[src/rtl/lc3b_types.sv]
// Shared LC-3b word/line types used by the L2-to-physical-memory responder.
package lc3b_types;

  typedef logic [15:0]  lc3b_word;
  typedef logic [127:0] lc3b_cline;

  localparam int unsigned LC3B_WORDS_PER_LINE = 8;

endpackage

[src/rtl/cline_buffer.sv]
// 8x16 line buffer: single-word write by index, full-line load, full-line read.
module cline_buffer
  import lc3b_types::*;
(
  input  logic      clk_i,
  input  logic      rst_ni,
  input  logic      we_i,
  input  logic [2:0] widx_i,
  input  lc3b_word  wdata_i,
  input  logic      load_i,
  input  lc3b_cline ldata_i,
  output lc3b_cline line_o
);

  lc3b_word words_q [LC3B_WORDS_PER_LINE];

  // Full-line load takes priority; the responder never asserts both together.
  always_ff @(posedge clk_i or negedge rst_ni) begin
    if (!rst_ni) begin
      for (int i = 0; i < LC3B_WORDS_PER_LINE; i++) begin
        words_q[i] <= '0;
      end
    end else if (load_i) begin
      for (int i = 0; i < LC3B_WORDS_PER_LINE; i++) begin
        words_q[i] <= ldata_i[16*i +: 16];
      end
    end else if (we_i) begin
      words_q[widx_i] <= wdata_i;
    end
  end

  always_comb begin
    line_o = '0;
    for (int i = 0; i < LC3B_WORDS_PER_LINE; i++) begin
      line_o[16*i +: 16] = words_q[i];
    end
  end

endmodule

[src/rtl/line_responder.sv]
// Serves 128-bit L2 line reads/writes as eight 16-bit physical-memory beats.
module line_responder
  import lc3b_types::*;
#(
  parameter int unsigned RECOVER_CYCLES = 1
) (
  input  logic      clk,
  input  logic      reset_n,
  input  lc3b_word  l2_addr,
  input  logic      l2_read,
  input  logic      l2_write,
  input  lc3b_cline l2_wdata,
  output logic      l2_resp,
  output lc3b_cline l2_rdata,
  output lc3b_word  pmem_addr,
  output logic      pmem_read,
  output logic      pmem_write,
  output lc3b_word  pmem_wdata,
  input  lc3b_word  pmem_rdata,
  input  logic      pmem_resp
);

  typedef enum logic [2:0] {Idle, Read, Write, Resp, Recover} state_e;

  localparam logic [3:0] RecInit = 4'(RECOVER_CYCLES - 1);

  state_e      state_q;
  logic [2:0]  beat_q;
  logic [11:0] line_q;
  logic [3:0]  rec_q;
  logic        resp_q;
  logic        rd_q;
  logic        wr_q;

  logic      buf_we;
  logic      buf_load;
  lc3b_cline buf_line;

  logic unused_addr;
  assign unused_addr = ^l2_addr[3:0];

  // Line load happens on the write-accept edge so later l2_wdata changes are ignored.
  assign buf_load = (state_q == Idle) && !l2_read && l2_write;
  assign buf_we   = (state_q == Read) && pmem_resp;

  cline_buffer u_buf (
    .clk_i   (clk),
    .rst_ni  (reset_n),
    .we_i    (buf_we),
    .widx_i  (beat_q),
    .wdata_i (pmem_rdata),
    .load_i  (buf_load),
    .ldata_i (l2_wdata),
    .line_o  (buf_line)
  );

  always_ff @(posedge clk or negedge reset_n) begin
    if (!reset_n) begin
      state_q <= Idle;
      beat_q  <= '0;
      line_q  <= '0;
      rec_q   <= '0;
      resp_q  <= 1'b0;
      rd_q    <= 1'b0;
      wr_q    <= 1'b0;
    end else begin
      resp_q <= 1'b0;
      unique case (state_q)
        Idle: begin
          if (l2_read) begin
            state_q <= Read;
            rd_q    <= 1'b1;
            line_q  <= l2_addr[15:4];
            beat_q  <= '0;
          end else if (l2_write) begin
            state_q <= Write;
            wr_q    <= 1'b1;
            line_q  <= l2_addr[15:4];
            beat_q  <= '0;
          end
        end
        Read, Write: begin
          if (pmem_resp) begin
            beat_q <= beat_q + 3'd1;
            if (beat_q == 3'd7) begin
              state_q <= Resp;
              rd_q    <= 1'b0;
              wr_q    <= 1'b0;
              resp_q  <= 1'b1;
            end
          end
        end
        Resp: begin
          state_q <= Recover;
          rec_q   <= RecInit;
        end
        Recover: begin
          if (rec_q == 4'd0) begin
            state_q <= Idle;
          end else begin
            rec_q <= rec_q - 4'd1;
          end
        end
        default: state_q <= Idle;
      endcase
    end
  end

  assign l2_resp    = resp_q;
  assign l2_rdata   = buf_line;
  assign pmem_read  = rd_q;
  assign pmem_write = wr_q;
  assign pmem_addr  = {line_q, beat_q, 1'b0};
  assign pmem_wdata = buf_line[{beat_q, 4'b0000} +: 16];

endmodule

[config.mk]
export PLATFORM = sky130hd
export DESIGN_NAME = line_responder
export DESIGN_NICKNAME = d
export VERILOG_FILES = /design/src/rtl/lc3b_types.sv /design/src/rtl/cline_buffer.sv /design/src/rtl/line_responder.sv
export SDC_FILE = /design/constraint.sdc
export NUM_CORES = 1
export LEC_CHECK = 0
export CAP_MARGIN = 5
export CORE_UTILIZATION = 45
export CTS_BUF_LIST = sky130_fd_sc_hd__clkbuf_4 sky130_fd_sc_hd__clkbuf_8
export DETAILED_ROUTE_END_ITERATION = 10
export PLACE_DENSITY = 0.81
export SLEW_MARGIN = 15
export SYNTH_ARGS = -nofsm -noshare
export SYNTH_HDL_FRONTEND = slang
export SYNTH_SLANG_ARGS = --single-unit
[constraint.sdc]
create_clock -name clk -period 2 [get_ports clk]
set_input_delay 0.4 -clock clk [delete_from_list [all_inputs] [get_ports clk]]
set_output_delay 0.4 -clock clk [all_outputs]
set_load 0.005 [all_outputs]
* Yosys cells after proc, flatten, opt, wreduce, memory -nomap -nowiden *
Index checks and enable logic that the tools add are counted.

word-level totals
  flip-flop bits (word level) = 153
  latch bits = 0
  RAM bits = 0
  bits in read-only memories = 0
  memories = 0

operators by class
  $add $sub $neg = 2
  multipliers = 0
  divide/modulo/power cells = 0
  $lt $le $gt $ge = 2
  eq/ne operators = 13
  shift operators = 1
  muxes and demuxes = 29
  bitwise gates (word level) = 1
  reductions and logical operators = 18

operators with widths
  operator            number
  $mux 128            2
  $bwmux 128          1
  $shiftx 128x8->16   1
  $demux 16 s3        1
  $mux 12             2
  $mux 3              8
  $mux 16             1
  $ne 2x2->1 const B  7
  $pmux 3 s4          1
  $mux 1              8
  $pmux 4 s2          1
  $reduce_and 4->1    2
  $reduce_bool 2->1   4
  $eq 3x2->1 const B  2
  $eq 3x3->1 const B  2
  $pmux 3 s2          1
  $reduce_and 5->1    1
  $ge 4x4->1 const B  1
  $logic_and 1x1->1   4
  $logic_not 4->1     1
  $lt 4x1->1 const B  1
  $mux 4              1
  $not 3->4           1
  $pmux 1 s2          2
  9 further kinds     10

* Logic depth before layout (Yosys ltp) *
Gate-level depths: netlist (run 1).

  word-level depth = 8
  gate-level depth with buffers = 7

* Hierarchy *
A second synthesis (run 1) with hierarchy kept.

unflattened totals
  cells, all modules = 772
  area total of the unflattened synthesis = 8245.4 µm²

by module, submodules not included
  module          times used  cells each  area an instance (µm²)  seq. area each (µm²)
  cline_buffer    1           579         6087.1                  3203.1
  line_responder  1           193         2158.3                  625.6

* Worst setup path after synthesis (run 1) *
OpenSTA, ideal clock, no wires.

  kind = flip-flop to output port
  start point = register beat_q[1]
  end point = output port pmem_wdata[1]
  data arrival time = 1505 ps
  required time = 1600 ps
  setup slack = 95 ps
  cell stages (with the launch flop) = 7
  cell sequence = dfrtp_1 buf_2 buf_2 buf_6 mux2i_1 o2bb2ai_1 a2111o_1

between the ends
  longest elaborated chain between the ends = 1

ends and longest elaborated chain
  what                    RTL line               source
  start, declared         line_responder.sv:28   logic [2:0] beat_q;
  start signal, assigned  line_responder.sv:84   beat_q <= beat_q + 3'd1;
  $shiftx 128x8->16       line_responder.sv:114  assign pmem_wdata = buf_line[{beat_q, 4'b0000} +: 16];
  end, declared           line_responder.sv:18   output lc3b_word pmem_wdata,

No other way between the ends.

* Worst setup path after layout (run 1) *
  start point = register beat_q[1]
  end point = output port pmem_wdata[3]

The elaborated chain is that of the path after synthesis.

==> flow_summary.toml, run 1 <==
[yosys]
postSynthCellCount = 1011
synth-async-reset-ratio_pct = 100
synth_seq_cells = 153
ys_types = 51
syn_area_um2 = 8970
syn_area_per_cell_um2 = 8.87
yosysWarnings = 0
synth_edf_count = 0
synth-main-ff-cell = "dfrtp_1"
ys_seq_area_share_pct = 42.7
syn-num-nets = 1179

[detailed_routing]
drtPass1Iterations = 9
postRouteAntennaNets = 0
drc = 0
detail_route.wl_per_cell_um = 26.2
wirelength_um = 43800
viasPerCell = 6.77
vias = 11300
drt-initial-drc-count = 1653

[worst_setup_path]
reg2reg_depth = 9
r2r-end = "state_q[0]"
path_cells = "buf_6, buf_6, mux2i_1, o2bb2ai_1, a2111o_1, buf_2"
cp_num_buf_inv = 3
slowest_delay_ns = 0.49
cp_num_cells = 6
crit_family = "compound AO/OA/AOI/OAI gates"
worst_path_most_repeated_cell = "buf_6"
critPathArrivalTime_ns = 2.19
rrSetupSlack_ns = 0.02
end_kind = "output port"
critPathKind = "flip-flop to output port"
required_ns = 1.60
worstSetupStartpointType = "flip-flop"
crit_slowest_cell = "a2111o_1"
r2r_start = "beat_q[1]"
critPathMaxFanout = 6

[sta]
max_slew_margin_pct = 62.0
fmax_mhz = 386
period_minus_slack_ns = 2.59
rsz0062_at_grt = "yes"
worst_slew_pin_slew_ns = 0.568
hold_viol = 0
fin_ws_ns = -0.588
fin_crit_sh_pct = 129
fin_tns_setup_ns = -7.47
skew_ns = 0.0123
slew_violations = 0
whs_ns = 0.412
setup_viol = 17

[placed_design]
dp_hpwl_um = 29900
portBuffers = 322
place_congestion = 0.960

[pwr]
p_int_mw = 14.0
p_comb_share_pct = 61.6
p_leak_nw = 5.46
p_per_area_nw_per_um2 = 1670
max-vdd-ir-drop_mv = 0.727
p_seq_share_pct = 27.2
power_frac_clock_pct = 11.1
switching_share_pct = 41.6
p_sw_mw = 9.99

[clocking]
cts.sinks = 153
clock-root-buffer = "clkbuf_8"
path_clk_slew_ns = 0.08
h-tree-depth = 4
cts_tree = "yes"
max-clock-path-buffers = 2
cts-buffers-inserted = 17
clock_latency_ns = 0.48

[outcome]
violations = "setup timing"
status = "finished with violations"

[floorplanning]
row_count = 51
dieArea_um2 = 20500
num_io_pins = 328
core_um2 = 19500
die_h_um = 143
die_w_um = 143
start_util_pct = 45.9

[run]
cap_violations = 0

[worst_hold_path]
holdCritPathClass = "input pin to asynchronous set/reset pin"

[global_routing]
grt_max_degree = 81
grt_pass1_wl_um = 63600
grt_pass1_vias = 10700
grt_usage_pct = 42.4
antenna_found_initial = 2
grt_overflow = 0

[cells_and_area]
layout.nets = 1564
drive_gt1_share_pct = 23.8
area_growth_pct = 60.6
[how the worst max path moves through the flow]
| stage | startpoint | end | slack (ns) |
|---|---|---|---|
| 5_1_grt | beat_q[1] | pmem_wdata[3] | -0.63 |
| 3_3_place_gp | beat_q[0] | pmem_wdata[2] | -0.37 |
| 3_5_place_dp | beat_q[0] | pmem_wdata[10] | -0.38 |
| 6_report | beat_q[1] | pmem_wdata[3] | -0.59 |
| 2_1_floorplan | beat_q[1] | pmem_wdata[1] | 0.1 |
| 4_1_cts | beat_q[1] | pmem_wdata[9] | -0.49 |
[per-stage QoR]
stage	utilization [%]	cell area (um2)	power, mW	setup WS, ns	instances
final	73.8	14400	24.0	-0.588	1673
after global routing	73.8	14400	24.8	-0.627	1671
after CTS	73.1	14300	23.0	-0.487	1669
after detailed placement	67.8	13200	19.1	-0.376	1602
after global placement	67.8	13200	18.9	-0.373	1602
after floorplan	-	8970	11.1	0.0952	1011
[routing by layer]
layer / wire length (um) / vias to the layer above / global-route usage [%]
met1: 14800 / 5311 / 52.6
met5: 13 / - / 0
met4: 3120 / 2 / 25.9
met3: 6140 / 251 / 11.4
li1: - / 4695 / -
met2: 19700 / 1071 / 65.7
[cells by family (layout without fill, tap and decap cells)]
group                      count (synthesis)  in the layout  synth area share, %
AOI/OAI and AO/OA                        321            321                 21.4
DFF                                      153            153                 42.7
muxes                                     39             39                 6.04
and+or+nand+nor                          340            340                 21.5
other                                      1              3               0.0418
adders and majority gates                  3              3                0.418
buffers and inverters                    153            548                 7.82
xor gates and xnor gates                   1              1               0.0976
[state kept, by name, summed over array words and instances, names as in the netlist]
name          cells
rec_q             4
line_q           12
pmem_read         1
beat_q            3
state_q           3
l2_resp           1
pmem_write        1
u_buf.line_o    128
[placed cells by master (no fill, tap or decap), types with 4 or more instances in the layout]
master           synthesis  layout
a21oi_1                 12       7
mux4_2                  10      10
bufinv_16                0       4
nor3_1                 131     130
or3b_4                   1       6
nand3_1                 23      23
o2bb2ai_1                6       5
a2111o_1                 4       4
buf_8                    0       7
nand2_1                 16       8
clkbuf_8                 0      20
a21oi_2                  0       5
a31oi_1                131     128
a221oi_2                 0       8
mux2i_1                  8       6
dfrtp_1                153     149
buf_12                   0      18
nor2b_1                  7       5
a22oi_1                  8       5
o21ai_0                133     129
nand4_1                112     112
buf_2                   59      15
nor2_1                   9       6
o22ai_2                  0       4
clkdlybuf4s50_1          0     302
and2_1                   6       4
buf_4                    8     133
nand2_2                  0       7
nand3b_1                12      12
buf_6                    2      32
mux2_2                  21      19
inv_1                    8       5
[power by group through the flow]
stage | clock [mW] | combinational (mW) | sequential, mW
2_1_floorplan | 0 | 5.37 | 5.73
3_3_place_gp | 0 | 12.6 | 6.37
3_5_place_dp | 0 | 12.8 | 6.37
4_1_cts | 2.64 | 14.0 | 6.35
5_1_grt | 2.78 | 15.5 | 6.56
6_report | 2.67 | 14.8 | 6.53
[synth_stat cells (all sizes together), types with 2 or more instances]
library cell / number / area share (%)
a31oi: 131 / 9.1
and2: 6 / 0.42
nor2b: 7 / 0.49
o211a: 2 / 0.22
a22oi: 8 / 0.67
nand2: 16 / 0.67
mux4: 10 / 2.5
clkbuf: 75 / 3.2
o21bai: 2 / 0.17
a2111o: 4 / 0.50
nand3: 23 / 1.3
a221oi: 11 / 1.1
or3b: 8 / 0.81
ha: 3 / 0.42
or3: 3 / 0.21
o211ai: 2 / 0.17
nor2: 10 / 0.45
nand2b: 4 / 0.28
nand3b: 12 / 1.0
nor3: 131 / 7.3
mux2i: 8 / 0.89
o2bb2ai: 6 / 0.59
inv: 8 / 0.33
dfrtp: 153 / 43
o22ai: 4 / 0.28
o21ai: 133 / 7.4
a21oi: 12 / 0.67
or2: 2 / 0.14
buf: 70 / 4.3
nand4: 112 / 7.8
nor3b: 2 / 0.17
mux2: 21 / 2.6
[cell type report]
class	instances	area, um2
sequential	153	3840
timing repair buffer	511	4980
tap	265	332
clock inverter	8	145
clock buffer	21	283
fill	1394	5120
multi-input combinational	705	4780
antenna	2	5.00
inverter	8	38.8
[repair_timing]
action,CTS,global route
hold endpoints to repair,36,0
pin swaps,31,16
cloned,1,0
hold buffers,1,0
setup endpoints to repair,19,34
gates resized for setup,157,36
setup buffers,36,4
Note: power is estimated with default switching activity, not from simulation.
==> run 2: changes to the inputs <==
HOLD_SLACK_MARGIN = 0.15   (was not set)
==> results of run 2 <==
The final DEF is identical to that of run 1; final timing and power are the same.
